==> config.mk <==
export PLATFORM = sky130hd
export DESIGN_NAME = ysyx_lsu_sq_flat
export DESIGN_NICKNAME = d
export VERILOG_FILES = /design/src/rtl/ysyx_pkg.sv /design/src/rtl/ysyx_lsu_sq_if.sv /design/src/rtl/ysyx_sq_lane.sv /design/src/rtl/ysyx_lsu_sq.sv /design/src/flat_wrapper.sv
export SDC_FILE = /design/constraint.sdc
export NUM_CORES = 1
export LEC_CHECK = 0
export CAP_MARGIN = 20
export CORE_MARGIN = 1.5
export CORE_UTILIZATION = 55
export CTS_CLUSTER_DIAMETER = 200
export CTS_CLUSTER_SIZE = 12
export DETAILED_ROUTE_END_ITERATION = 6
export PLACE_DENSITY = 0.82
export RECOVER_POWER = 25
export SYNTH_ARGS = -nofsm -noshare
export SYNTH_HDL_FRONTEND = slang
export SYNTH_SLANG_ARGS = --single-unit
==> constraint.sdc <==
create_clock -name clock -period 4.9 [get_ports clock]
set_input_delay 0.49 -clock clock [delete_from_list [all_inputs] [get_ports clock]]
set_output_delay 0.49 -clock clock [all_outputs]
set_load 0.02 [all_outputs]
==> src/rtl/ysyx_pkg.sv <==
// Shared LSU definitions: store size codes, store-queue drain states and entry layout.
package ysyx_pkg;

    localparam int unsigned YSYX_XLEN  = 32;
    localparam int unsigned YSYX_ALU_W = 5;

    localparam logic [YSYX_ALU_W-1:0] YSYX_WSTRB_SB = 5'd1;
    localparam logic [YSYX_ALU_W-1:0] YSYX_WSTRB_SH = 5'd2;
    localparam logic [YSYX_ALU_W-1:0] YSYX_WSTRB_SW = 5'd3;

    typedef enum logic [1:0] {
        IDLE = 2'd0,
        REQ  = 2'd1,
        RESP = 2'd2
    } sq_state_t;

    typedef struct packed {
        logic [YSYX_XLEN-1:0] waddr;
        logic [YSYX_XLEN-1:0] wdata;
        logic [3:0]           wstrb;
        logic [YSYX_XLEN-1:0] pc;
    } sq_entry_t;

endpackage

==> src/rtl/ysyx_lsu_sq_if.sv <==
// Store-queue boundary: commit port, load-conflict probe and data-memory write port.
interface ysyx_lsu_sq_if #(
    parameter int unsigned XLEN = 32
);
    logic            cm_valid;
    logic            cm_store;
    logic [4:0]      cm_alu;
    logic [XLEN-1:0] cm_waddr;
    logic [XLEN-1:0] cm_wdata;
    logic [XLEN-1:0] cm_pc;
    logic            sq_ready;
    logic            sq_empty;
    logic [XLEN-1:0] ld_addr;
    logic            ld_conflict;
    logic            mem_awvalid;
    logic            mem_awready;
    logic [XLEN-1:0] mem_awaddr;
    logic [XLEN-1:0] mem_wdata;
    logic [3:0]      mem_wstrb;
    logic            mem_bvalid;
    logic            mem_bready;

    modport slave (
        input  cm_valid, cm_store, cm_alu, cm_waddr, cm_wdata, cm_pc, ld_addr,
        input  mem_awready, mem_bvalid,
        output sq_ready, sq_empty, ld_conflict,
        output mem_awvalid, mem_awaddr, mem_wdata, mem_wstrb, mem_bready
    );

    modport master (
        output cm_valid, cm_store, cm_alu, cm_waddr, cm_wdata, cm_pc, ld_addr,
        output mem_awready, mem_bvalid,
        input  sq_ready, sq_empty, ld_conflict,
        input  mem_awvalid, mem_awaddr, mem_wdata, mem_wstrb, mem_bready
    );
endinterface

==> src/rtl/ysyx_sq_lane.sv <==
// Maps a store size code and byte offset onto shifted write data and byte strobes.
module ysyx_sq_lane
    import ysyx_pkg::*;
#(
    parameter int unsigned XLEN = YSYX_XLEN
) (
    input  logic [YSYX_ALU_W-1:0] alu_i,
    input  logic [1:0]            off_i,
    input  logic [XLEN-1:0]       data_i,
    output logic [XLEN-1:0]       wdata_o,
    output logic [3:0]            wstrb_o,
    output logic                  known_o
);

    always_comb begin
        wdata_o = data_i << {off_i, 3'b000};
        wstrb_o = 4'b0000;
        known_o = 1'b1;
        case (alu_i)
            YSYX_WSTRB_SB: wstrb_o = 4'b0001 << off_i;
            YSYX_WSTRB_SH: wstrb_o = 4'b0011 << off_i;
            YSYX_WSTRB_SW: wstrb_o = 4'b1111;
            default:       known_o = 1'b0;
        endcase
    end

endmodule

==> src/rtl/ysyx_lsu_sq.sv <==
// Post-commit store queue: buffers retired stores in order and drains them to data memory.
module ysyx_lsu_sq
    import ysyx_pkg::*;
#(
    parameter int unsigned SQ_SIZE = 4,
    parameter int unsigned XLEN    = YSYX_XLEN
) (
    input logic           clock,
    input logic           reset,
    ysyx_lsu_sq_if.slave  bus
);

    localparam int unsigned PTR_W = $clog2(SQ_SIZE);
    localparam int unsigned CNT_W = PTR_W + 1;

    sq_entry_t        entries_q [SQ_SIZE];
    logic [PTR_W-1:0] head_q, head_d;
    logic [PTR_W-1:0] tail_q, tail_d;
    logic [CNT_W-1:0] count_q, count_d;
    sq_state_t        state_q, state_d;

    logic             sq_ready_c;
    logic             push;
    logic             pop;
    logic             awvalid;
    logic             bready;
    logic [XLEN-1:0]  lane_wdata;
    logic [3:0]       lane_wstrb;
    logic             lane_known;
    sq_entry_t        head_e;
    logic             unused_bits;

    ysyx_sq_lane #(.XLEN(XLEN)) u_lane (
        .alu_i   (bus.cm_alu),
        .off_i   (bus.cm_waddr[1:0]),
        .data_i  (bus.cm_wdata),
        .wdata_o (lane_wdata),
        .wstrb_o (lane_wstrb),
        .known_o (lane_known)
    );

    // Ready is a pure function of registered occupancy, so it never loops back through commit.
    assign sq_ready_c = count_q < CNT_W'(SQ_SIZE);
    assign push       = bus.cm_valid && bus.cm_store && sq_ready_c;

    always_comb begin
        state_d = state_q;
        awvalid = 1'b0;
        bready  = 1'b0;
        pop     = 1'b0;
        case (state_q)
            IDLE: begin
                if (count_q != '0) state_d = REQ;
            end
            REQ: begin
                awvalid = 1'b1;
                if (bus.mem_awready) state_d = RESP;
            end
            RESP: begin
                bready = 1'b1;
                if (bus.mem_bvalid) begin
                    pop     = 1'b1;
                    state_d = (count_q > CNT_W'(1) || push) ? REQ : IDLE;
                end
            end
            default: state_d = IDLE;
        endcase
    end

    always_comb begin
        head_d  = pop  ? head_q + PTR_W'(1) : head_q;
        tail_d  = push ? tail_q + PTR_W'(1) : tail_q;
        count_d = count_q + CNT_W'(push) - CNT_W'(pop);
    end

    always_ff @(posedge clock) begin
        if (reset) begin
            state_q <= IDLE;
            head_q  <= '0;
            tail_q  <= '0;
            count_q <= '0;
        end else begin
            state_q <= state_d;
            head_q  <= head_d;
            tail_q  <= tail_d;
            count_q <= count_d;
        end
    end

    always_ff @(posedge clock) begin
        if (push) begin
            entries_q[tail_q] <= '{
                waddr: {bus.cm_waddr[XLEN-1:2], 2'b00},
                wdata: lane_wdata,
                wstrb: lane_wstrb,
                pc:    bus.cm_pc
            };
        end
    end

    a_known_size: assert property (@(posedge clock) disable iff (reset) push |-> lane_known);

    // Entries in [head, head+count) are live; this includes the one currently on the bus.
    always_comb begin
        logic [PTR_W-1:0] rel;
        rel             = '0;
        bus.ld_conflict = 1'b0;
        for (int unsigned i = 0; i < SQ_SIZE; i++) begin
            rel = PTR_W'(i) - head_q;
            if (({1'b0, rel} < count_q) &&
                (entries_q[i].waddr[XLEN-1:2] == bus.ld_addr[XLEN-1:2])) begin
                bus.ld_conflict = 1'b1;
            end
        end
    end

    assign head_e          = entries_q[head_q];
    assign bus.sq_ready    = sq_ready_c;
    assign bus.sq_empty    = (count_q == '0) && (state_q == IDLE);
    assign bus.mem_awvalid = awvalid;
    assign bus.mem_bready  = bready;
    assign bus.mem_awaddr  = awvalid ? head_e.waddr : '0;
    assign bus.mem_wdata   = awvalid ? head_e.wdata : '0;
    assign bus.mem_wstrb   = awvalid ? head_e.wstrb : '0;
    assign unused_bits     = ^{bus.ld_addr[1:0], head_e.pc};

endmodule

==> src/flat_wrapper.sv <==
// flat-port wrapper written by rule: the top's interface ports become plain ports
module ysyx_lsu_sq_flat import ysyx_pkg::*;
#(
    parameter int unsigned SQ_SIZE = 4,
    parameter int unsigned XLEN    = YSYX_XLEN
)
  (clock, reset, bus_cm_valid, bus_cm_store, bus_cm_alu, bus_cm_waddr, bus_cm_wdata, bus_cm_pc, bus_ld_addr, bus_mem_awready, bus_mem_bvalid, bus_sq_ready, bus_sq_empty, bus_ld_conflict, bus_mem_awvalid, bus_mem_awaddr, bus_mem_wdata, bus_mem_wstrb, bus_mem_bready);
  ysyx_lsu_sq_if #(.XLEN(XLEN)) bus_i ();
  input logic clock;
  input logic reset;
  input wire logic [$bits(bus_i.cm_valid)-1:0] bus_cm_valid;
  input wire logic [$bits(bus_i.cm_store)-1:0] bus_cm_store;
  input wire logic [$bits(bus_i.cm_alu)-1:0] bus_cm_alu;
  input wire logic [$bits(bus_i.cm_waddr)-1:0] bus_cm_waddr;
  input wire logic [$bits(bus_i.cm_wdata)-1:0] bus_cm_wdata;
  input wire logic [$bits(bus_i.cm_pc)-1:0] bus_cm_pc;
  input wire logic [$bits(bus_i.ld_addr)-1:0] bus_ld_addr;
  input wire logic [$bits(bus_i.mem_awready)-1:0] bus_mem_awready;
  input wire logic [$bits(bus_i.mem_bvalid)-1:0] bus_mem_bvalid;
  output wire logic [$bits(bus_i.sq_ready)-1:0] bus_sq_ready;
  output wire logic [$bits(bus_i.sq_empty)-1:0] bus_sq_empty;
  output wire logic [$bits(bus_i.ld_conflict)-1:0] bus_ld_conflict;
  output wire logic [$bits(bus_i.mem_awvalid)-1:0] bus_mem_awvalid;
  output wire logic [$bits(bus_i.mem_awaddr)-1:0] bus_mem_awaddr;
  output wire logic [$bits(bus_i.mem_wdata)-1:0] bus_mem_wdata;
  output wire logic [$bits(bus_i.mem_wstrb)-1:0] bus_mem_wstrb;
  output wire logic [$bits(bus_i.mem_bready)-1:0] bus_mem_bready;
  assign bus_i.cm_valid = bus_cm_valid;
  assign bus_i.cm_store = bus_cm_store;
  assign bus_i.cm_alu = bus_cm_alu;
  assign bus_i.cm_waddr = bus_cm_waddr;
  assign bus_i.cm_wdata = bus_cm_wdata;
  assign bus_i.cm_pc = bus_cm_pc;
  assign bus_i.ld_addr = bus_ld_addr;
  assign bus_i.mem_awready = bus_mem_awready;
  assign bus_i.mem_bvalid = bus_mem_bvalid;
  assign bus_sq_ready = bus_i.sq_ready;
  assign bus_sq_empty = bus_i.sq_empty;
  assign bus_ld_conflict = bus_i.ld_conflict;
  assign bus_mem_awvalid = bus_i.mem_awvalid;
  assign bus_mem_awaddr = bus_i.mem_awaddr;
  assign bus_mem_wdata = bus_i.mem_wdata;
  assign bus_mem_wstrb = bus_i.mem_wstrb;
  assign bus_mem_bready = bus_i.mem_bready;
  ysyx_lsu_sq #(.SQ_SIZE(SQ_SIZE), .XLEN(XLEN)) u_core (.clock(clock), .reset(reset), .bus(bus_i));
endmodule
==> flow_metrics.tcl, run 1 <==
set metrics [dict create \
    synthAdderAreaFrac_pct 1.26 \
    synth_top_family_by_area "multiplexers" \
    combPwrFrac_pct 22.9 \
    synth_xor_area_share_pct 8.74 \
    crit_path_end_kind "primary output" \
    max_slew_margin_pct -13.4 \
    finalHoldViolCount 0 \
    drv_cap 1 \
    first_global_vias 7327 \
    numCtsBuffers 26 \
    drt_wl_total_um 29200 \
    globalRouteTotalUtil_pct 24.6 \
    grt_max_degree 67 \
    regArea_mm2 0.00815 \
    ys_ff_latch 275 \
    ir_drop_mv 0.265 \
    hold_class "reg -> reg" \
    via_per_inst 5.96 \
    initial_core_util_pct 55.6 \
    core_mm2 0.0225 \
    fmax_mhz 279 \
    area_growth_pct 22.3 \
    layout_commonest_cell "edfxtp_1" \
    slew_viol_final 37 \
    nNetsFinal 1089 \
    critPathMaxFanout 34 \
    overflow 0 \
    synth_cells 757 \
    core.rowCount 55 \
    synth_compound_area_share_pct 2.28 \
    power.density_mw_per_mm2 386 \
    layout.cells.non_filler 1238 \
    dp_hpwl_um 19500 \
    setup_violations 0 \
    synth_mux_area_share_pct 13.2 \
    period_share_pct 73.2 \
    p_leak_uw 0.00502 \
    ios 212 \
    clockBufferDepth 3 \
    setup_ws_ns 1.31 \
    finalPower_uw 5910 \
    finish.utilization_pct 68.0 \
    drtIter0Drc 658 \
    clock-root-buffer "clkbuf_16" \
    p_clk_share_pct 29.8 \
    internal_power_uw 4320 \
    multi_input_area_mm2 0.00418 \
    cts_setup_buffers 0 \
    vias 7381 \
    drive_gt1_share_pct 11.6 \
    grt_setup_unrepaired "false" \
    period_needed_ns 3.59 \
    placed_cells 1195 \
    ant_nets 0 \
    status "finished, violations left" \
    cts.clk_slew.worst_paths_ns 0.06 \
    drt_pre_antenna_iters 4 \
    violations "capacitance limit, slew limit" \
    insertion_delay_ns 0.54 \
    tritoncts "done" \
    die_area_mm2 0.0237 \
    die_x_um 154 \
    drc 0 \
    mostFrequentLayoutCells "edfxtp_1, clkdlybuf4s50_1, xor2_1" \
    p_sw_share_pct 27.0 \
    synth_area_per_cell_um2 16.5 \
    gp_congestion 0.834 \
    cts_resized 0 \
    cts_sinks 275 \
    wl_per_cell_um 23.6 \
    fillCellCount 1443 \
    worst_pin_slew_ns 1.70 \
    skew_ns 0.0187 \
    synth_area_mm2 0.0125 \
    holdBufCountCts 0 \
    numPortBuffers 175 \
    synth_cell_types 34 \
    startpoint_type "flip-flop" \
    grt_pass1_wl_um 43300 \
    critPathKind "reg -> out" \
    antenna_found_initial 3 \
    critPathArrivalTime_ns 3.10 \
    post-place-ws_ns 1.38 \
    p_switching_uw 1600 \
    seq_area_frac_synth_pct 65.1 \
    seq_power_share_pct 47.3 \
    cp.required_ns 4.41 \
    die_y_um 154 \
    yosysWarningCount 0 \
    cts_max_level 1 \
    synthSimpleGateAreaFrac_pct 7.70 \
    fin_tns_setup_ns 0 \
]
## path summary, 6_finish.rpt
| kind | cells after the start | slack [ns] | from | endpoint |
|---|---|---|---|---|
| worst max-delay path | 4 | 1.31 | flip-flop | bus_mem_wdata[23] |
| worst min-delay path | 2 | 0.57 | u_core.tail_q[1]$_SDFFE_PP0N_ | u_core.tail_q[1]$_SDFFE_PP0N_ |
| worst max register to register | 4 | 2.21 | u_core.count_q[2]$_SDFF_PP0_ | u_core.entries_q[1][38]$_DFFE_PP_ |
| worst min register to register | 2 | 0.57 | u_core.tail_q[1]$_SDFFE_PP0N_ | u_core.tail_q[1]$_SDFFE_PP0N_ |
## per-stage QoR
step,hold slack (ns),area (µm²)
2_1_floorplan,0.514,12500
3_3_place_gp,0.544,14600
3_5_place_dp,0.562,14600
4_1_cts,0.576,15300
5_1_grt,0.631,15300
6_report,0.571,15300
## critical path, cell delays in order, from the launching register on
cell and delay [ns]:
dfxtp_4 0.83, buf_12 0.37, mux4_2 0.54, and2_1 0.22, clkdlybuf4s50_1 0.56
## logic make-up (layout without fill, tap and decap cells)
| family | after synthesis | count (layout) |
|---|---|---|
| adder cells (fa/ha/maj) | 12 | 12 |
| buffers and inverters | 46 | 237 |
| multiplexers | 83 | 83 |
| XOR/XNOR | 125 | 125 |
| flip-flops | 275 | 275 |
| AO/OA/AOI/OAI | 47 | 47 |
| other | 1 | 6 |
| AND/OR/NAND/NOR | 168 | 168 |
## registers in the layout, summed over array words and instances (netlist names), named ones only
| name | count |
|---|---|
| u_core.tail_q | 2 |
| u_core.state_q | 2 |
| u_core.count_q | 3 |
| u_core.entries_q | 264 |
| u_core.head_q | 2 |
## power groups by stage
stage / registers (µW) / clock network (µW) / logic (µW)
after floorplan: 2820 / 0 / 738
after global placement: 2830 / 0 / 1350
after detailed placement: 2840 / 0 / 1350
after CTS: 2800 / 1790 / 1370
after global routing: 2810 / 1870 / 1440
final: 2790 / 1760 / 1350
## layer usage
| metal | vias to the layer above | part of all wire [%] | track usage, % |
|---|---|---|---|
| met4 | 2 | 1.6 | 5.50 |
| li1 | 3251 | - | - |
| met2 | 356 | 49 | 40.9 |
| met1 | 3731 | 40 | 34.1 |
| met5 | - | 0.038 | 0 |
| met3 | 41 | 8.9 | 4.59 |
## cell usage after synthesis
| master | count | area (µm²) |
|---|---|---|
| buf_2 | 13 | 65.1 |
| and2_1 | 78 | 488 |
| a211oi_1 | 8 | 60.1 |
| a22oi_1 | 1 | 7.51 |
| o31a_1 | 1 | 8.76 |
| inv_1 | 12 | 45.0 |
| ha_1 | 11 | 138 |
| edfxtp_1 | 264 | 7930 |
| a21o_1 | 1 | 7.51 |
| xor2_1 | 97 | 850 |
| or3_1 | 1 | 6.26 |
| nand2_1 | 11 | 41.3 |
| buf_4 | 6 | 45.0 |
| or4_1 | 2 | 15.0 |
| nand4_1 | 10 | 62.6 |
| mux4_2 | 66 | 1490 |
| conb_1 | 1 | 3.75 |
| nand2b_1 | 1 | 6.26 |
| nand3_1 | 4 | 20.0 |
| nor2b_1 | 13 | 81.3 |
| nor4_1 | 22 | 138 |
| a2111oi_0 | 4 | 35.0 |
| o21a_1 | 1 | 7.51 |
| nor2_1 | 20 | 75.1 |
| fa_1 | 1 | 20.0 |
| nor3_1 | 5 | 25.0 |
| o21ai_0 | 12 | 60.1 |
| mux2i_1 | 17 | 170 |
| a2bb2oi_1 | 1 | 8.76 |
| dfxtp_1 | 11 | 220 |
| xnor2_1 | 28 | 245 |
| and3_1 | 1 | 6.26 |
| clkbuf_1 | 15 | 56.3 |
| a21oi_1 | 18 | 90.1 |
## final cells by class
type / count / area share (%)
flip-flops and latches: 275 / 53.2
multi-input cells: 437 / 27.3
repair buffers: 186 / 12.1
clock buffers: 38 / 4.54
well taps: 285 / 2.33
inverters: 12 / 0.294
clock inverters: 1 / 0.106
diodes: 4 / 0.0654
Note: power is estimated with default switching activity, not from simulation.
==> inputs of run 2 (changes only) <==
Settings changed: CORE_UTILIZATION 55 to 48, PLACE_DENSITY 0.82 to 0.76.
Clock period 4.9 ns to 3.15 ns, I/O delays scaled along.
==> run 2 against run 1 <==
Net effect: the flow now finishes without violations; first-iteration DRC count grew 29%; register-to-register slack lost 1.3 ns; clock skew shrank 0.0096 ns; non-clock buffer count grew 21; combinational power grew 61%; sequential cell count is the same; routed wire length grew 0.71%; cell count grew 5.0%; via count shrank 0.24%; sequential power grew 55%; highest routed layer unchanged.
==> flow_metrics.tcl, run 2 (same netlist as run 1, synthesis figures left out) <==
set metrics [dict create \
    status "finished, final reports clean" \
    skew_ns 0.00906 \
    wl_met3_um 2160 \
    hold_class "in -> reg" \
    startpoint_type "flip-flop" \
    critPathMaxFanout 2 \
    via_per_inst 5.66 \
    layout.cells.non_filler 1300 \
    fin_tns_setup_ns 0 \
    gp_congestion 0.859 \
    drv_cap 0 \
    fmax_mhz 338 \
    finish.utilization_pct 61.1 \
    worst_pin_slew_ns 1.09 \
    dp_hpwl_um 20100 \
    grt_pass1_wl_um 43800 \
    layout_commonest_cell "edfxtp_1" \
    vias 7363 \
    critPathArrivalTime_ns 2.64 \
    grt_max_degree 53 \
    reg_top3 "u_core.entries_q x264, u_core.count_q x3" \
    placed_cells 1261 \
    reg2reg_depth 7 \
    ant_nets 0 \
    wl_per_cell_um 22.7 \
    period_share_pct 93.9 \
    slew_viol_final 0 \
    rrSetupSlack_ns 0.95 \
    drt_pre_antenna_iters 5 \
    initial_core_util_pct 49.3 \
    cts.clk_slew.worst_paths_ns 0.06 \
    nNetsFinal 1110 \
    cp.required_ns 2.83 \
    area_growth_pct 24.0 \
    cts_setup_buffers 0 \
    setup_violations 0 \
    clockBufferDepth 3 \
    core.rowCount 58 \
    max_slew_margin_pct 27.0 \
    clock-root-buffer "clkbuf_16" \
    cp-startpoint "u_core.entries_q[0][90]$_DFFE_PP_" \
    largest_reg_flops 264 \
    r2r_start "u_core.state_q[1]$_SDFFE_PP0P_" \
    critPathKind "reg -> out" \
    numPortBuffers 175 \
    crit_end "bus_ld_conflict" \
    crit_path_end_kind "primary output" \
    fillCellCount 1927 \
    die_area_mm2 0.0271 \
    min_path_cells 4 \
    worstHoldStart "bus_mem_bvalid" \
    cts_max_level 1 \
    dr_wl_met2_um 14500 \
    wl_met1_um 12100 \
    regMostFlops "u_core.entries_q" \
    drive_gt1_share_pct 13.5 \
    overflow 0 \
    first_global_vias 7325 \
    core_mm2 0.0254 \
    drtIter0Drc 850 \
    mostFrequentLayoutCells "edfxtp_1, clkdlybuf4s50_1, xor2_1" \
    globalRouteTotalUtil_pct 22.1 \
    insertion_delay_ns 0.52 \
    top_layer "met5" \
    grt_setup_unrepaired "false" \
    finalHoldViolCount 0 \
    reg2reg_to "u_core.count_q[1]$_SDFF_PP0_" \
    tritoncts "done" \
    power.density_mw_per_mm2 597 \
    antenna_found_initial 3 \
    numCtsBuffers 26 \
    cts_sinks 275 \
    p_leak_uw 0.00513 \
    ios 212 \
    ir_drop_mv 0.442 \
    drc 0 \
    period_needed_ns 2.96 \
    die_x_um 165 \
    drt_wl_total_um 29500 \
    die_y_um 165 \
    finalPower_uw 9260 \
]
-- run 2: cell types whose count changed in the layout (fill, tap and decap cells not counted) --
cell / previous run / this run
diode_2: 4 / 1
and2_2: 3 / 4
xnor2_1: 28 / 27
dlygate4sd2_1: 0 / 1
clkdlybuf4s50_1: 144 / 142
dlygate4sd3_1: 31 / 32
clkinv_8: 1 / 0
xnor2_2: 0 / 1
and2_4: 1 / 0
clkbuf_16: 26 / 27
buf_4: 8 / 28
-- run 2: per-layer routing --
layer,up-vias,GRT usage (%)
met2,323,36.5
met3,51,3.16
li1,3293,-
met5,-,0
met4,4,5.73
met1,3692,30.9
-- run 2: worst min-delay path by stage --
stage / end / slack [ns]
floorplan: u_core.entries_q[0][68]$_DFFE_PP_ / 0.41
finish: u_core.state_q[1]$_SDFFE_PP0P_ / 0.48
CTS: u_core.entries_q[0][95]$_DFFE_PP_ / 0.40
global route: u_core.entries_q[0][95]$_DFFE_PP_ / 0.49
global placement: u_core.tail_q[1]$_SDFFE_PP0N_ / 0.54
detailed placement: u_core.tail_q[1]$_SDFFE_PP0N_ / 0.56
-- run 2: where the power goes --
group	switching [µW]	leakage, µW	internal [µW]
Combinational	1160	0.00228	1000
Sequential	90.1	0.00250	4230
Clock	1220	0.000346	1550
Total	2480	0.00513	6790
-- run 2: worst max-delay path, stage by stage, from the launching register on --
cell and delay (ns):
edfxtp_1 0.42, xor2_1 0.19, nor4_1 0.31, buf_4 0.18, nand4_1 0.09, a2111oi_0 0.39, or4_1 0.22, dlygate4sd2_1 0.35
-- run 2: final cells by class --
type / instances / area (µm²) / area share (%)
Inverter: 12 / 45.0 / 0.290
Clock buffer: 38 / 717 / 4.62
Sequential cell: 275 / 8150 / 52.5
Multi-Input combinational cell: 437 / 4190 / 27.0
Antenna cell: 1 / 2.50 / 0.0161
Timing Repair Buffer: 207 / 2010 / 12.9
Tap cell: 330 / 413 / 2.66
-- run 2: metrics by stage --
step / setup WS [ns] / cell area, µm² / hold WS (ns)
2_1_floorplan: 0.133 / 12500 / 0.414
3_3_place_gp: 0.101 / 14800 / 0.542
3_5_place_dp: 0.117 / 14800 / 0.557
4_1_cts: 0.222 / 15500 / 0.405
5_1_grt: 0.0341 / 15500 / 0.494
6_report: 0.192 / 15500 / 0.480
-- run 2: repair_timing --
item                       4_1_cts  5_1_grt
hold buffers                     0        0
setup endpoints to repair        1        0
gates resized for setup          2        0
hold endpoints to repair         0        0
==> inputs of run 3 (changes only) <==
Settings changed: CTS_CLUSTER_DIAMETER 200 to 50.
==> run 3 against run 2 <==
Net effect: sequential cell count unchanged; first-iteration DRC count down 1.6%; critical path depth down 3; global-route usage down 0.053 points; die area unchanged; final area up 0.77%; combinational power about the same; critical path type unchanged; largest power group unchanged.
==> flow_metrics.tcl, run 3 (same netlist as run 1, synthesis figures left out) <==
set metrics [dict create \
    status "finished, final reports clean" \
    slew_viol_final 0 \
    critPathMaxFanout 19 \
    seq_power_share_pct 45.4 \
    layout.cells.non_filler 1314 \
    wl_per_cell_um 22.4 \
    grt_setup_unrepaired "false" \
    cts.clk_slew.worst_paths_ns 0.06 \
    dp_hpwl_um 20100 \
    power.density_mw_per_mm2 609 \
    period_share_pct 92.7 \
    r2r_start "u_core.state_q[1]$_SDFFE_PP0P_" \
    cts_setup_buffers 0 \
    ir_drop_mv 0.583 \
    holdBufCountCts 0 \
    mostFrequentLayoutCells "edfxtp_1, clkdlybuf4s50_1, xor2_1" \
    startpoint_type "flip-flop" \
    largest_reg_flops 264 \
    cts_sinks 275 \
    slowest_delay_ns 0.60 \
    p_switching_uw 2590 \
    cts_max_level 1 \
    ant_nets 0 \
    clockBufferDepth 3 \
    reg_top3 "u_core.entries_q x264, u_core.count_q x3" \
    numCtsBuffers 29 \
    drc 0 \
    combPwrFrac_pct 22.7 \
    drtIter0Drc 836 \
    area_growth_pct 24.9 \
    core_mm2 0.0254 \
    worstHoldStart "bus_mem_bvalid" \
    period_needed_ns 2.92 \
    ios 212 \
    setup_violations 0 \
    nNetsFinal 1113 \
    critPathKind "reg -> out" \
    gp_congestion 0.859 \
    placed_cells 1261 \
    vias 7369 \
    cp_num_buf_inv 2 \
    path_cells "buf_4, mux4_2, and2_1, clkdlybuf4s50_1" \
    initial_core_util_pct 49.3 \
    grt_max_degree 53 \
    p_sw_share_pct 27.1 \
    die_y_um 165 \
    fin_tns_setup_ns 0 \
    first_global_vias 7361 \
    finalHoldViolCount 0 \
    insertion_delay_ns 0.55 \
    worst_pin_slew_ns 1.06 \
    drt_pre_antenna_iters 7 \
    grt_pass1_wl_um 43400 \
    antenna_found_initial 4 \
    critPathArrivalTime_ns 2.60 \
    via_per_inst 5.61 \
    cp.required_ns 2.83 \
    internal_power_uw 6950 \
    die_x_um 165 \
    cp_top_family "buffers and inverters" \
    p_leak_uw 0.00519 \
    drv_cap 0 \
    clock-root-buffer "clkbuf_16" \
    max_slew_margin_pct 29.2 \
    hold_class "in -> reg" \
    core.rowCount 58 \
    p_clk_share_pct 31.9 \
    fmax_mhz 342 \
    overflow 0 \
    tritoncts "done" \
    crit_path_end_kind "primary output" \
    fillCellCount 1907 \
    regMostFlops "u_core.entries_q" \
    globalRouteTotalUtil_pct 22.0 \
    drt_wl_total_um 29400 \
    die_area_mm2 0.0271 \
    cp_slowest_cell "clkdlybuf4s50_1" \
    skew_ns 0.0217 \
    numPortBuffers 175 \
    layout_commonest_cell "edfxtp_1" \
    drive_gt1_share_pct 14.0 \
]
run 3: power groups by stage:
stage	Clock (µW)	Combinational, µW	Sequential, µW
2_1_floorplan	0	1150	4380
6_report	3040	2160	4330
3_3_place_gp	0	2170	4390
3_5_place_dp	0	2180	4400
5_1_grt	3220	2310	4340
4_1_cts	3080	2200	4320
run 3: path summary, 6_finish.rpt:
check,end,slack (ns),cells after the start
setup / recovery,bus_mem_awaddr[31],0.23,4
hold reg to reg,u_core.tail_q[1]$_SDFFE_PP0N_,0.56,2
hold / removal,u_core.state_q[1]$_SDFFE_PP0P_,0.46,4
setup reg to reg,u_core.count_q[1]$_SDFF_PP0_,0.93,7
run 3: routing by layer:
| layer | vias to the layer above | GRT usage, % | routed length (µm) |
|---|---|---|---|
| li1 | 3321 | - | - |
| met4 | 4 | 7.58 | 833 |
| met2 | 314 | 35.7 | 14200 |
| met5 | - | 0 | 24 |
| met1 | 3673 | 30.0 | 11900 |
| met3 | 57 | 4.09 | 2420 |
run 3: stage by stage:
step                utilization, %  setup slack [ns]  power, µW  hold WS, ns  instance area [µm²]
floorplan                        -             0.133       5530        0.414                12500
global placement              58.3             0.101       6560        0.542                14800
detailed placement            58.3             0.117       6580        0.557                14800
CTS                           61.6             0.179       9600        0.380                15600
global route                  61.6            0.0155       9870        0.468                15600
finish                        61.6             0.230       9530        0.459                15600
run 3: timing repair:
item	in CTS	in global routing
resized for setup	1	1
endpoints found under the setup margin	1	1
cloned	0	0
run 3: final cells by class:
| type | count | area (µm²) | share of cell area, % |
|---|---|---|---|
| multi-input combinational | 437 | 4190 | 26.8 |
| inverter | 12 | 45.0 | 0.288 |
| timing repair buffer | 207 | 2010 | 12.8 |
| clock buffer | 42 | 774 | 4.95 |
| sequential | 275 | 8150 | 52.1 |
| tap | 330 | 413 | 2.64 |
| antenna | 4 | 10.0 | 0.0640 |
| clock inverter | 7 | 53.8 | 0.344 |
run 3: worst register-to-register path, stage by stage (launching register included):
cell and delay [ns]:
dfxtp_1 0.41, inv_1 0.11, nor3_1 0.50, ha_1 0.33, inv_1 0.06, ha_1 0.16, fa_1 0.40, nor2b_1 0.13
